[src/rtl/mmu_pkg.sv]
// rtl/mmu_pkg.sv - shared MMU constants, walker state enum and page-size shift helper
package mmu_pkg;

  localparam logic [1:0] MMU_MODE_L1 = 2'h1;
  localparam logic [1:0] MMU_MODE_L2 = 2'h2;

  localparam logic [2:0] MMU_PS_0   = 3'd0;
  localparam logic [2:0] MMU_PS_1   = 3'd1;
  localparam logic [2:0] MMU_PS_2   = 3'd2;
  localparam logic [2:0] MMU_PS_3   = 3'd3;
  localparam logic [2:0] MMU_PS_4   = 3'd4;
  localparam logic [2:0] MMU_PS_MAX = MMU_PS_4;

  localparam logic [1:0] FAULT_NONE     = 2'd0;
  localparam logic [1:0] FAULT_DIR_NP   = 2'd1;
  localparam logic [1:0] FAULT_PAGE_NP  = 2'd2;
  localparam logic [1:0] FAULT_BAD_MODE = 2'd3;

  typedef enum logic [2:0] {
    ST_IDLE,
    ST_DIR_REQ,
    ST_DIR_WAIT,
    ST_PAIR_REQ,
    ST_PAIR_WAIT,
    ST_WRITE,
    ST_DONE,
    ST_DRAIN
  } walk_state_t;

  typedef struct packed {
    logic       bad;
    logic [4:0] shift;
  } walk_shift_t;

  // Level-1 pages are 32x larger than level-2 pages for the same code.
  function automatic walk_shift_t ps_to_shift(input logic [1:0] mod, input logic [2:0] ps);
    walk_shift_t res;
    res.bad   = 1'b0;
    res.shift = 5'd0;
    if (ps > MMU_PS_MAX) begin
      res.bad = 1'b1;
    end else if (mod == MMU_MODE_L1) begin
      res.shift = 5'd17 + {2'b00, ps};
    end else if (mod == MMU_MODE_L2) begin
      res.shift = 5'd12 + {2'b00, ps};
    end else begin
      res.bad = 1'b1;
    end
    return res;
  endfunction

endpackage

[src/rtl/mmu_walk_addr_gen.sv]
// rtl/mmu_walk_addr_gen.sv - combinational directory/pair address and line-select generation
module mmu_walk_addr_gen
  import mmu_pkg::*;
(
  input  logic [1:0]  i_mod,
  input  logic [2:0]  i_ps,
  input  logic [31:0] i_vaddr,
  input  logic [19:0] i_base,
  input  logic [19:0] i_tbase,
  output logic [31:0] o_dir_addr,
  output logic        o_dir_odd,
  output logic [31:0] o_pair_addr,
  output logic        o_line_sel
);

  walk_shift_t w_sh;
  logic [4:0]  w_shift_p1;
  logic [31:0] w_l1_off;
  logic [31:0] w_l2_off;
  logic        w_unused_bad;

  assign w_sh         = ps_to_shift(i_mod, i_ps);
  assign w_unused_bad = w_sh.bad;
  assign w_shift_p1   = w_sh.shift + 5'd1;

  // Base is 4K aligned, so dropping index bit 0 gives the 8-byte aligned beat directly.
  assign o_dir_addr = {i_base, 12'h000} + {20'h00000, i_vaddr[31:23], 3'b000};
  assign o_dir_odd  = i_vaddr[22];

  assign w_l1_off = (i_vaddr >> w_shift_p1) << 3;
  assign w_l2_off = ({10'h000, i_vaddr[21:0]} >> w_shift_p1) << 3;

  assign o_pair_addr = (i_mod == MMU_MODE_L2) ? ({i_tbase, 12'h000} + w_l2_off)
                                              : ({i_base, 12'h000} + w_l1_off);
  assign o_line_sel  = i_vaddr[w_sh.shift];

endmodule

[src/rtl/mmu_table_walker.sv]
// rtl/mmu_table_walker.sv - page-table walker refilling the TLB on a miss
module mmu_table_walker
  import mmu_pkg::*;
(
  input  logic        iCLOCK,
  input  logic        iRESET,
  input  logic        iREMOVE,
  input  logic        iREQ,
  input  logic [1:0]  iMOD,
  input  logic [2:0]  iPS,
  input  logic [31:0] iVADDR,
  input  logic [31:0] iBASE,
  output logic        oBUSY,
  output logic        oMEM_REQ,
  output logic [31:0] oMEM_ADDR,
  input  logic        iMEM_LOCK,
  input  logic        iMEM_VALID,
  input  logic [63:0] iMEM_DATA,
  output logic        oTLB_WR_REQ,
  output logic [1:0]  oTLB_WR_MOD,
  output logic [2:0]  oTLB_WR_PS,
  output logic [31:0] oTLB_WR_ADDR,
  output logic [63:0] oTLB_WR_PHYS_ADDR,
  output logic        oDONE,
  output logic [1:0]  oFAULT
);

  walk_state_t r_state;
  walk_state_t w_next;

  logic [1:0]  r_mod;
  logic [2:0]  r_ps;
  logic [31:0] r_vaddr;
  logic [19:0] r_base;
  logic [19:0] r_tbase;
  logic [63:0] r_data;
  logic [1:0]  r_fault;

  walk_shift_t w_req_shift;
  logic        w_unused;
  logic        w_accept;
  logic [31:0] w_dir_addr;
  logic        w_dir_odd;
  logic [31:0] w_pair_addr;
  logic        w_line_sel;
  logic        w_dir_present;
  logic [19:0] w_dir_tbase;
  logic        w_pair_present;

  assign w_req_shift = ps_to_shift(iMOD, iPS);
  assign w_unused    = ^{iBASE[11:0], w_req_shift.shift};
  assign w_accept    = (r_state == ST_IDLE) && iREQ && !iREMOVE;

  mmu_walk_addr_gen u_addr_gen (
    .i_mod       (r_mod),
    .i_ps        (r_ps),
    .i_vaddr     (r_vaddr),
    .i_base      (r_base),
    .i_tbase     (r_tbase),
    .o_dir_addr  (w_dir_addr),
    .o_dir_odd   (w_dir_odd),
    .o_pair_addr (w_pair_addr),
    .o_line_sel  (w_line_sel)
  );

  assign w_dir_present  = w_dir_odd ? iMEM_DATA[32] : iMEM_DATA[0];
  assign w_dir_tbase    = w_dir_odd ? iMEM_DATA[63:44] : iMEM_DATA[31:12];
  assign w_pair_present = w_line_sel ? iMEM_DATA[32] : iMEM_DATA[0];

  always_ff @(posedge iCLOCK or posedge iRESET) begin
    if (iRESET) begin
      r_state <= ST_IDLE;
    end else begin
      r_state <= w_next;
    end
  end

  // A flush that coincides with the returning beat leaves nothing outstanding, so skip DRAIN.
  always_comb begin
    w_next = r_state;
    case (r_state)
      ST_IDLE: begin
        if (w_accept) begin
          if (w_req_shift.bad)          w_next = ST_DONE;
          else if (iMOD == MMU_MODE_L1) w_next = ST_PAIR_REQ;
          else                          w_next = ST_DIR_REQ;
        end
      end
      ST_DIR_REQ: begin
        if (iREMOVE)         w_next = ST_IDLE;
        else if (!iMEM_LOCK) w_next = ST_DIR_WAIT;
      end
      ST_DIR_WAIT: begin
        if (iREMOVE)         w_next = iMEM_VALID ? ST_IDLE : ST_DRAIN;
        else if (iMEM_VALID) w_next = w_dir_present ? ST_PAIR_REQ : ST_DONE;
      end
      ST_PAIR_REQ: begin
        if (iREMOVE)         w_next = ST_IDLE;
        else if (!iMEM_LOCK) w_next = ST_PAIR_WAIT;
      end
      ST_PAIR_WAIT: begin
        if (iREMOVE)         w_next = iMEM_VALID ? ST_IDLE : ST_DRAIN;
        else if (iMEM_VALID) w_next = w_pair_present ? ST_WRITE : ST_DONE;
      end
      ST_WRITE: w_next = ST_IDLE;
      ST_DONE:  w_next = ST_IDLE;
      ST_DRAIN: begin
        if (iMEM_VALID) w_next = ST_IDLE;
      end
      default:  w_next = ST_IDLE;
    endcase
  end

  always_ff @(posedge iCLOCK or posedge iRESET) begin
    if (iRESET) begin
      r_mod   <= 2'd0;
      r_ps    <= 3'd0;
      r_vaddr <= 32'd0;
      r_base  <= 20'd0;
      r_tbase <= 20'd0;
      r_data  <= 64'd0;
      r_fault <= FAULT_NONE;
    end else begin
      if (w_accept) begin
        r_mod   <= iMOD;
        r_ps    <= iPS;
        r_vaddr <= iVADDR;
        r_base  <= iBASE[31:12];
        r_fault <= w_req_shift.bad ? FAULT_BAD_MODE : FAULT_NONE;
      end
      if ((r_state == ST_DIR_WAIT) && iMEM_VALID && !iREMOVE) begin
        r_tbase <= w_dir_tbase;
        if (!w_dir_present) r_fault <= FAULT_DIR_NP;
      end
      if ((r_state == ST_PAIR_WAIT) && iMEM_VALID && !iREMOVE) begin
        r_data  <= iMEM_DATA;
        r_fault <= w_pair_present ? FAULT_NONE : FAULT_PAGE_NP;
      end
    end
  end

  always_comb begin
    oBUSY       = (r_state != ST_IDLE);
    oMEM_REQ    = 1'b0;
    oMEM_ADDR   = 32'd0;
    oTLB_WR_REQ = 1'b0;
    oDONE       = 1'b0;
    oFAULT      = FAULT_NONE;
    case (r_state)
      ST_DIR_REQ: begin
        oMEM_REQ  = 1'b1;
        oMEM_ADDR = w_dir_addr;
      end
      ST_PAIR_REQ: begin
        oMEM_REQ  = 1'b1;
        oMEM_ADDR = w_pair_addr;
      end
      ST_WRITE: begin
        oTLB_WR_REQ = !iREMOVE;
        oDONE       = !iREMOVE;
      end
      ST_DONE: begin
        oDONE  = !iREMOVE;
        oFAULT = iREMOVE ? FAULT_NONE : r_fault;
      end
      default: ;
    endcase
  end

  assign oTLB_WR_MOD       = r_mod;
  assign oTLB_WR_PS        = r_ps;
  assign oTLB_WR_ADDR      = r_vaddr;
  assign oTLB_WR_PHYS_ADDR = r_data;

endmodule

[config.mk]
export PLATFORM = sky130hd
export DESIGN_NAME = mmu_table_walker
export DESIGN_NICKNAME = d
export VERILOG_FILES = /design/src/rtl/mmu_pkg.sv /design/src/rtl/mmu_walk_addr_gen.sv /design/src/rtl/mmu_table_walker.sv
export SDC_FILE = /design/constraint.sdc
export NUM_CORES = 1
export LEC_CHECK = 0
export ABC_AREA = 1
export ABC_CLOCK_PERIOD_IN_PS = 8500
export BUFFER_PORTS_ARGS = -buffer_cell sky130_fd_sc_hd__buf_4
export CAP_MARGIN = 0
export CELL_PAD_IN_SITES_DETAIL_PLACEMENT = 2
export CELL_PAD_IN_SITES_GLOBAL_PLACEMENT = 2
export CORE_ASPECT_RATIO = 1.75
export CORE_MARGIN = 8
export CORE_UTILIZATION = 31
export CTS_BUF_LIST = sky130_fd_sc_hd__clkbuf_16
export DETAILED_ROUTE_END_ITERATION = 8
export PLACE_DENSITY = 0.94
export SLEW_MARGIN = 20
export SYNTH_ARGS = -nofsm -noshare
export SYNTH_HDL_FRONTEND = slang
export SYNTH_SLANG_ARGS = --single-unit
[constraint.sdc]
create_clock -name iCLOCK -period 8.5 [get_ports iCLOCK]
set_input_delay 0.85 -clock iCLOCK [delete_from_list [all_inputs] [get_ports iCLOCK]]
set_output_delay 0.85 -clock iCLOCK [all_outputs]
set_load 0.005 [all_outputs]
==> impl_metrics.py, run 1 <==
metrics = {
    "outcome": {
        "status": "complete, no violations",
    },
    "die": {
        "die_w_um": 154,
        "initial_utilization": 0.314,
        "die_area_mm2": 0.0397,
        "rows": 88,
        "ioPinCount": 278,
        "die_height_um": 258,
        "core_mm2": 0.0329,
    },
    "synthesis": {
        "synth_adder_area_share": 0.0499,
        "synth_seq_area_share": 0.353,
        "synthSimpleGateAreaFrac": 0.315,
        "async_flop_share": 1.00,
        "synth-compound-area-share": 0.174,
        "yosysWarnings": 0,
        "synth_cell_types": 55,
        "synth_flop_cell": "dfrtp_1",
        "synth_top_family_by_area": "simple AND/OR/NAND/NOR gates",
        "synth_xor_area_frac": 0.0117,
        "syn_area_mm2": 0.0103,
        "avgSynthCellArea_um2": 6.76,
        "synth-edff-count": 0,
        "ys_ff_latch": 146,
        "syn-instance-count": 1530,
        "synth_mux_area_frac": 0.00678,
    },
    "worst_hold_path": {
        "hp-class": "register to register",
        "hold_start": "oTLB_WR_PHYS_ADDR[37]",
    },
    "clock_tree": {
        "worst_skew_pair.late_latency_ns": 0.47,
        "postCtsSetupRepairBufs": 0,
        "clk_pin_slew_ns": 0.08,
        "cts.sinks": 146,
        "numCtsBuffers": 17,
        "cts-root-buf": "clkbuf_16",
        "h-tree-depth": 4,
        "cts_tree": "done",
        "clockBufferDepth": 2,
    },
    "place": {
        "post-place-cells": 2139,
        "dp_slack_ns": 1.11,
        "place_congestion": 0.900,
        "port_buffers": 262,
        "hpwl_um": 41500,
    },
    "global_routing": {
        "first_global_vias": 13900,
        "grt.overflow.total": 0,
        "grt_pass1_wl_um": 82200,
        "antenna_found_initial": 0,
        "grt_max_degree": 77,
        "grt_util_all_layers": 0.271,
    },
    "route": {
        "wl_per_cell_um": 25.0,
        "ant_nets": 0,
        "drtIter0Drc": 446,
        "vias_per_cell": 5.53,
        "route.vias.total": 12000,
        "drtPass1Iterations": 5,
        "drc": 0,
        "wl_um": 54300,
    },
    "layout": {
        "syn_to_final_growth_pct": 27.4,
        "nFillCells": 3903,
        "final_cells": 2172,
        "num_antenna_cells": 0,
        "multi_input_area_mm2": 0.00581,
        "nets": 1933,
        "drive_above_1_share": 0.198,
        "seq_area_mm2": 0.00365,
    },
    "setup_path": {
        "cp.required_ns": 7.65,
        "slowest_delay_ns": 0.75,
        "r2r-start": "oTLB_WR_PS[0]",
        "path_max_fanout": 26,
        "crit_path_start": "oTLB_WR_PS[0]",
        "crit_family": "compound AO/OA/AOI/OAI gates",
        "path_buf_inv": 6,
        "crit_top_cell": "o21ai_0",
        "cp.arrival_ns": 6.94,
        "startpoint_type": "register",
        "critPathSlowestCell": "ha_2",
        "critPathKind": "register to output pin",
        "end_kind": "output pin",
    },
    "timing": {
        "setup_viol": 0,
        "worst_slack_ns": 0.712,
        "rsz0062_at_grt": "false",
        "setup_tns_ns": 0,
        "slew_viol_final": 0,
        "worst_pin_slew_ns": 0.933,
        "hold_viol": 0,
        "fmax_mhz": 128,
        "period_share": 0.916,
        "fin_skew_ns": 0.0144,
        "slew_headroom": 0.376,
        "period_minus_slack_ns": 7.79,
    },
    "job": {
        "max-cap-violations": 0,
    },
}
layout make-up:
type,count,area share
Timing Repair Buffer,275,0.158
Clock inverter,15,0.0128
Tap cell,405,0.0385
Sequential cell,146,0.277
Inverter,142,0.0410
Clock buffer,17,0.0323
Multi-Input combinational cell,1172,0.441
cells in the mapped netlist, drive strengths merged, types with 2 or more instances:
cell type	count	area share
nand2	567	0.21
o21ai	194	0.095
dfrtp	146	0.35
inv	140	0.051
nand3	108	0.052
nor2	78	0.031
a21oi	68	0.033
clkbuf	46	0.020
ha	38	0.046
buf	27	0.018
a31oi	17	0.011
o211ai	13	0.0094
nand4	11	0.0067
nor3	11	0.0064
a32o	7	0.0068
mux2i	7	0.0068
xor2	7	0.0059
or2	6	0.0036
xnor2	6	0.0058
o22ai	4	0.0024
a21boi	3	0.0022
o21bai	3	0.0022
o31ai	3	0.0027
a211oi	2	0.0015
a22oi	2	0.0015
clkinv	2	0.00073
fa	2	0.0039
nand3b	2	0.0027
o2111ai	2	0.0017
final timing paths:
check | slack (ns) | to | cells after the start
max | 0.71 | oMEM_ADDR[26] | 27
min | 0.48 | oTLB_WR_PHYS_ADDR[37] | 2
min in group asynchronous | 0.52 | oTLB_WR_PHYS_ADDR[4] | 2
max reg2reg | 5.22 | r_state[0] | 18
min reg2reg | 0.48 | oTLB_WR_PHYS_ADDR[37] | 2
max in group asynchronous | 6.74 | oTLB_WR_PHYS_ADDR[57] | 4
timing repair:
item / in CTS / in global routing
setup endpoints to repair: 0 / 2
hold endpoints to repair: 0 / 0
resized for setup: 0 / 1
hold buffers: 0 / 0
placed cells by master (no fill, tap or decap), types with 4 or more instances in the layout:
cell / synthesis / final
nand2_2: 5 / 5
nand3_1: 108 / 108
nor2_1: 73 / 73
o211ai_1: 13 / 13
inv_6: 0 / 4
conb_1: 1 / 4
xnor2_1: 5 / 5
inv_2: 4 / 6
or2_2: 5 / 5
nand2_1: 556 / 556
mux2i_1: 7 / 7
nand4_1: 11 / 11
a31oi_1: 16 / 16
nor3_1: 10 / 6
inv_8: 0 / 4
buf_4: 7 / 274
o22ai_1: 4 / 4
ha_1: 38 / 37
nand2_4: 6 / 6
o21ai_0: 180 / 180
o21ai_2: 4 / 4
dfrtp_1: 146 / 146
xor2_1: 7 / 7
a21oi_1: 68 / 68
o21ai_1: 10 / 10
clkbuf_16: 0 / 17
inv_1: 135 / 132
a32o_1: 7 / 7
sequential cells by signal (all words and copies together) (netlist names):
| signal | cells |
|---|---|
| r_fault | 2 |
| r_base | 20 |
| r_state | 3 |
| r_tbase | 20 |
| oTLB_WR_PS | 3 |
| oTLB_WR_ADDR | 32 |
| oTLB_WR_PHYS_ADDR | 64 |
| oTLB_WR_MOD | 2 |
cell families (layout without fill, tap and decap cells):
group | count (synthesis) | after routing
compound gates | 323 | 323
xor+xnor | 13 | 13
fa+ha+maj | 40 | 40
buf+inv | 215 | 449
flops | 146 | 146
mux | 7 | 7
other cells | 1 | 4
simple gates | 785 | 785
per-stage QoR:
step           utilization  hold WS, ns  cell area, µm²
6_report             0.400        0.481           13200
5_1_grt              0.400        0.511           13200
4_1_cts              0.400        0.488           13200
3_5_place_dp         0.382        0.463           12600
3_3_place_gp         0.382        0.456           12600
2_1_floorplan            -        0.465           10400
worst reg2reg max path: cells and delay by family, from the launching register on:
family	cells	cell delay, ns
DFF	1	0.46
buffers and inverters	3	0.64
adders and majority gates	1	0.25
and+or+nand+nor	14	1.82
per-layer routing:
metal / global-route usage / part of all wire
met1: 0.237 / 0.33
met2: 0.517 / 0.54
met3: 0.0607 / 0.050
met4: 0.219 / 0.082
met5: 0 / 0
Power of run 1 is left out: the tool's default activity adds up to more than one toggle a clock period on the data nets, which glitch-free logic cannot reach.
==> run 2: changes to the inputs <==
--- a/config.mk
+++ b/config.mk
@@ -17,6 +17,7 @@
 export CTS_BUF_LIST = sky130_fd_sc_hd__clkbuf_16
 export DETAILED_ROUTE_END_ITERATION = 8
 export PLACE_DENSITY = 0.94
+export RECOVER_POWER = 100
 export SLEW_MARGIN = 20
 export SYNTH_ARGS = -nofsm -noshare
 export SYNTH_HDL_FRONTEND = slang
==> run 2 against run 1 <==
  * The run now ends with max-capacitance violations, max-slew violations left
  * Wire length is 0.37% lower
  * Clock skew is 0.0036 ns higher
  * Die area stayed put
  * Cell area is 2.2% lower
  * Utilization is 0.87 points lower
  * Flip-flop and latch count stayed put
  * Final cell count stayed put
  * Count of clock-buffer cells in the layout stayed put
  * Critical endpoint unchanged
==> impl_metrics.py, run 2 (synthesis gave the netlist of run 1 again) <==
metrics = {
    "timing": {
        "setup_tns_ns": 0,
        "slew_viol_final": 416,
        "setup_viol": 0,
        "worst_pin_slew_ns": 3.60,
        "hold_viol": 0,
        "period_minus_slack_ns": 7.78,
        "fin_skew_ns": 0.0180,
        "slew_headroom": -1.41,
        "period_share": 0.916,
        "fmax_mhz": 128,
        "rsz0062_at_grt": "false",
    },
    "route": {
        "drc": 0,
        "route.vias.total": 12000,
        "ant_nets": 0,
        "drtIter0Drc": 486,
        "wl_um": 54100,
        "vias_per_cell": 5.50,
        "wl_per_cell_um": 24.9,
        "drtPass1Iterations": 4,
    },
    "layout": {
        "largest_reg_flops": 64,
        "syn_to_final_growth_pct": 24.7,
        "seq_area_mm2": 0.00365,
        "fin_util": 0.392,
        "final_common_cell": "nand2_1",
        "num_antenna_cells": 0,
        "multi_input_area_mm2": 0.00578,
        "nFillCells": 3982,
        "nets": 1933,
        "layout_common_cells": "nand2_1, o21ai_0, dfrtp_1, buf_4, inv_1",
        "postLayoutCellArea_mm2": 0.0129,
        "drive_above_1_share": 0.158,
    },
    "clock_tree": {
        "clockBufferDepth": 2,
        "h-tree-depth": 4,
        "cts.sinks": 146,
        "worst_skew_pair.late_latency_ns": 0.47,
        "numCtsBuffers": 17,
        "cts-root-buf": "clkbuf_16",
        "clk_pin_slew_ns": 0.08,
        "cts_tree": "done",
        "postCtsHoldBufs": 0,
    },
    "setup_path": {
        "path_max_fanout": 26,
        "cp.required_ns": 7.65,
        "cp.arrival_ns": 6.93,
        "end_kind": "output pin",
        "startpoint_type": "register",
        "crit_path_start": "oTLB_WR_PS[0]",
        "r2r-start": "r_state[0]",
        "critPathKind": "register to output pin",
    },
    "worst_hold_path": {
        "hold_start": "oTLB_WR_PHYS_ADDR[37]",
        "hp-class": "register to register",
    },
    "die": {
        "die_height_um": 258,
        "core_mm2": 0.0329,
        "ioPinCount": 278,
        "rows": 88,
        "die_w_um": 154,
        "initial_utilization": 0.314,
        "die_area_mm2": 0.0397,
    },
    "job": {
        "max-cap-violations": 8,
    },
    "global_routing": {
        "grt.overflow.total": 0,
        "first_global_vias": 13900,
        "grt_pass1_wl_um": 82200,
        "antenna_found_initial": 0,
        "grt_util_all_layers": 0.271,
        "grt_max_degree": 77,
    },
    "place": {
        "place_area_mm2": 0.0126,
        "hpwl_um": 41500,
        "place_congestion": 0.900,
        "port_buffers": 262,
    },
    "outcome": {
        "violations": "max-capacitance violations, max-slew violations",
        "status": "complete, but fails checks",
    },
}
run 2: area by class of cell:
cell class                      instances  share of cell area
Inverter                              142              0.0416
Tap cell                              405              0.0393
Multi-Input combinational cell       1172               0.449
Sequential cell                       146               0.283
Timing Repair Buffer                  275               0.141
Clock buffer                           17              0.0330
Clock inverter                         15              0.0131
run 2: worst max-delay path, cell delays in order (launching register included):
cell and delay, ns:
dfrtp_1 0.46, inv_1 0.14, ha_1 0.26, inv_1 0.10, nand2_4 0.17, nand2_2 0.33, clkinv_1 0.40, ha_2 0.74
clkinv_1 0.16, buf_4 0.24, o21ai_0 0.37, mux2i_1 0.19, o21ai_0 0.17, o21ai_0 0.10, a21oi_1 0.17, ha_1 0.28
fa_1 0.33, nand3_1 0.11, nand3_1 0.13, a21oi_1 0.08, o21ai_0 0.45, a21oi_1 0.21, o21bai_1 0.23, nor2_1 0.06
o21ai_0 0.19, nand3_1 0.11, nand2_1 0.10, clkbuf_4 0.15
run 2: per-layer routing:
metal,vias to the layer above,track usage,share of wire
li1,5433,-,-
met1,5967,0.237,0.33
met5,-,0,0
met4,0,0.219,0.083
met2,377,0.517,0.54
met3,176,0.0607,0.048
run 2: final timing paths:
path,end,slack (ns),depth (start not counted)
min,oTLB_WR_PHYS_ADDR[37],0.48,2
max in group asynchronous,oTLB_WR_PHYS_ADDR[45],2.22,4
max reg2reg,oTLB_WR_PHYS_ADDR[32],2.96,7
min reg2reg,oTLB_WR_PHYS_ADDR[37],0.48,2
min in group asynchronous,oTLB_WR_PHYS_ADDR[4],1.46,2
max,oMEM_ADDR[26],0.72,27
run 2: timing repair:
item / CTS / global route
setup buffers: 0 / 0
endpoints found under the setup margin: 0 / 2
resized for setup: 0 / 1
hold endpoints to repair: 0 / 0
run 2: per-stage QoR:
stage	instances	worst slack (ns)	hold WS [ns]
floorplan	1533	3.04	0.465
detailed placement	2139	1.11	0.463
global route	2172	0.110	0.506
global placement	2139	1.43	0.456
CTS	2171	0.495	0.488
finish	2172	0.717	0.482
Power of run 2 is left out for the same reason.
==> run 3: changes to the inputs <==
--- a/config.mk
+++ b/config.mk
@@ -5,7 +5,7 @@
 export SDC_FILE = /design/constraint.sdc
 export NUM_CORES = 1
 export LEC_CHECK = 0
-export ABC_AREA = 1
+export ABC_AREA = 0
 export ABC_CLOCK_PERIOD_IN_PS = 8500
 export BUFFER_PORTS_ARGS = -buffer_cell sky130_fd_sc_hd__buf_4
 export CAP_MARGIN = 0
@@ -13,7 +13,7 @@
 export CELL_PAD_IN_SITES_GLOBAL_PLACEMENT = 2
 export CORE_ASPECT_RATIO = 1.75
 export CORE_MARGIN = 8
-export CORE_UTILIZATION = 31
+export CORE_UTILIZATION = 34
 export CTS_BUF_LIST = sky130_fd_sc_hd__clkbuf_16
 export DETAILED_ROUTE_END_ITERATION = 8
 export PLACE_DENSITY = 0.94
==> run 3 against run 2 <==
  * The flow still finishes with violations (max-capacitance violations, max-slew violations)
  * Cell area about the same
  * Final cell count down 16%
  * Register-to-register slack worse by 1.6 ns
  * Clock skew down 0.0077 ns
  * Global-route usage down 2.6 points
  * Setup slack worse by 0.22 ns
  * Critical path depth down 8
  * Wire length down 17%
  * Sequential share of layout area about the same
==> impl_metrics.py, run 3 <==
metrics = {
    "synthesis": {
        "yosys-top-cells-count": "nand2_1, dfrtp_1, mux2i_1",
        "synth-edff-count": 0,
        "synth_cell_types": 81,
        "synth_top_area_cell": "dfrtp_1",
        "yosysWarnings": 0,
        "synth_top_area_frac": 0.354,
        "syn_area_mm2": 0.0103,
        "synth_flop_cell": "dfrtp_1",
        "async_flop_share": 1.00,
        "synth_seq_area_share": 0.354,
        "avgSynthCellArea_um2": 8.73,
        "synth_most_common_cell": "nand2_1",
        "ys_ff_latch": 146,
        "yosys-top-cells-area": "dfrtp_1, nand2_1, mux2i_1",
        "syn-instance-count": 1182,
    },
    "die": {
        "rows": 84,
        "ioPinCount": 278,
        "die_area_mm2": 0.0364,
        "core_mm2": 0.0300,
        "die_height_um": 246,
        "die_w_um": 148,
        "initial_utilization": 0.344,
    },
    "route": {
        "vias_per_cell": 5.56,
        "drtPass1Iterations": 4,
        "drc": 0,
        "ant_nets": 0,
        "wl_per_cell_um": 24.6,
        "wl_um": 44700,
        "drtIter0Drc": 435,
        "route.vias.total": 10100,
    },
    "clock_tree": {
        "postCtsHoldBufs": 0,
        "cts_tree": "done",
        "clockBufferDepth": 2,
        "postCtsSetupRepairBufs": 0,
        "clk_pin_slew_ns": 0.06,
        "cts-root-buf": "clkbuf_16",
        "ctsResizeCount": 0,
        "h-tree-depth": 4,
        "cts.sinks": 146,
        "worst_skew_pair.late_latency_ns": 0.45,
        "numCtsBuffers": 17,
    },
    "place": {
        "port_buffers": 262,
        "hpwl_um": 34100,
        "post-place-cells": 1782,
        "place_congestion": 0.961,
    },
    "timing": {
        "hold_viol": 0,
        "rsz0062_at_grt": "false",
        "slew_headroom": -1.58,
        "fmax_mhz": 125,
        "period_minus_slack_ns": 8.01,
        "worst_pin_slew_ns": 3.85,
        "setup_viol": 0,
        "period_share": 0.942,
        "setup_tns_ns": 0,
        "fin_skew_ns": 0.0104,
        "slew_viol_final": 411,
    },
    "global_routing": {
        "grt_max_degree": 81,
        "antenna_found_initial": 2,
        "grt_pass1_wl_um": 69000,
        "first_global_vias": 11800,
        "grt_util_all_layers": 0.245,
        "grt.overflow.total": 0,
    },
    "layout": {
        "nets": 1593,
        "drive_above_1_share": 0.228,
        "layout_common_cells": "nand2_1, buf_4, dfrtp_1, mux2i_1, nor2_1",
        "nFillCells": 3409,
        "final_cells": 1816,
        "largest_reg_flops": 64,
        "final_common_cell": "nand2_1",
        "syn_to_final_growth_pct": 25.0,
    },
    "setup_path": {
        "path_max_fanout": 21,
        "reg2reg_depth": 6,
        "critPathSlowestCell": "a2111oi_0",
        "cp.required_ns": 7.65,
        "cp_cell_sequence": "inv_1 -> ha_1 -> nand3b_1 -> a21oi_2 -> ha_1 -> xor2_4 -> mux2i_1 -> mux2i_1 -> and2_0 -> ha_1 -> and3_1 -> nand3_1 -> o21a_1 -> a221o_1 -> a2111oi_0 -> o21ai_0 -> mux2i_1 -> a21oi_1 -> buf_4",
        "critPathKind": "register to output pin",
        "slowest_delay_ns": 0.77,
        "startpoint_type": "register",
        "cp.arrival_ns": 7.16,
        "end_kind": "output pin",
    },
    "outcome": {
        "status": "complete, but fails checks",
        "violations": "max-capacitance violations, max-slew violations",
    },
    "worst_hold_path": {
        "hp-class": "register to register",
        "hold_path_depth": 2,
    },
    "job": {
        "max-cap-violations": 7,
    },
}
[run 3: layout make-up]
cell class / count / area (µm²) / share of cell area
flip-flops and latches: 146 / 3650 / 0.283
repair buffers: 278 / 1830 / 0.142
inverters: 17 / 68.8 / 0.00534
well taps: 387 / 484 / 0.0375
clock buffers: 17 / 425 / 0.0330
diodes: 2 / 5.00 / 0.000388
clock inverters: 15 / 119 / 0.00922
multi-input cells: 954 / 6310 / 0.489
[run 3: final timing paths]
kind / from / to / slack (ns)
setup / recovery: oTLB_WR_PS[1] / oMEM_ADDR[30] / 0.49
hold / removal: oTLB_WR_PHYS_ADDR[7] / oTLB_WR_PHYS_ADDR[7] / 0.47
setup reg to reg: r_state[0] / oTLB_WR_PHYS_ADDR[13] / 1.37
hold reg to reg: oTLB_WR_PHYS_ADDR[7] / oTLB_WR_PHYS_ADDR[7] / 0.47
max in group asynchronous: iRESET / oTLB_WR_ADDR[22] / 1.82
min in group asynchronous: iRESET / oTLB_WR_PHYS_ADDR[18] / 1.55
[run 3: worst max-delay path, delay by kind of cell, from the launching register on]
family          cells  cell delay [ns]
simple gates        4             0.61
mux                 3             0.95
buf+inv             2             0.28
xor+xnor            1             0.69
flops               1             0.54
compound gates      6             2.37
fa+ha+maj           3             1.25
[run 3: kinds of logic (layout without fill, tap and decap cells)]
group                    count (synthesis)  count (layout)  share of synthesized area
multiplexers                           174             174                      0.178
adder cells (fa/ha/maj)                 40              40                     0.0500
other                                    1               6                   0.000363
AND/OR/NAND/NOR                        496             496                      0.209
buffers and inverters                   85             327                     0.0375
XOR/XNOR                                36              36                     0.0378
flip-flops                             146             146                      0.354
AO/OA/AOI/OAI                          204             204                      0.133
[run 3: metal layers]
metal  up-vias  global-route usage  part of all wire
li1       4582                   -                 -
met1      5071               0.231              0.34
met2       318               0.461              0.55
met3       134              0.0599             0.051
met4         0               0.161             0.064
met5         -                   0                 0
[run 3: stage by stage]
step	hold WS, ns	worst slack [ns]	area, µm²	util
global placement	0.459	1.51	12600	0.421
detailed placement	0.471	1.12	12600	0.421
finish	0.474	0.493	12900	0.431
global route	0.512	0.147	12900	0.431
CTS	0.487	0.543	13200	0.439
floorplan	0.470	2.41	10300	-
Power of run 3 is left out for the same reason.
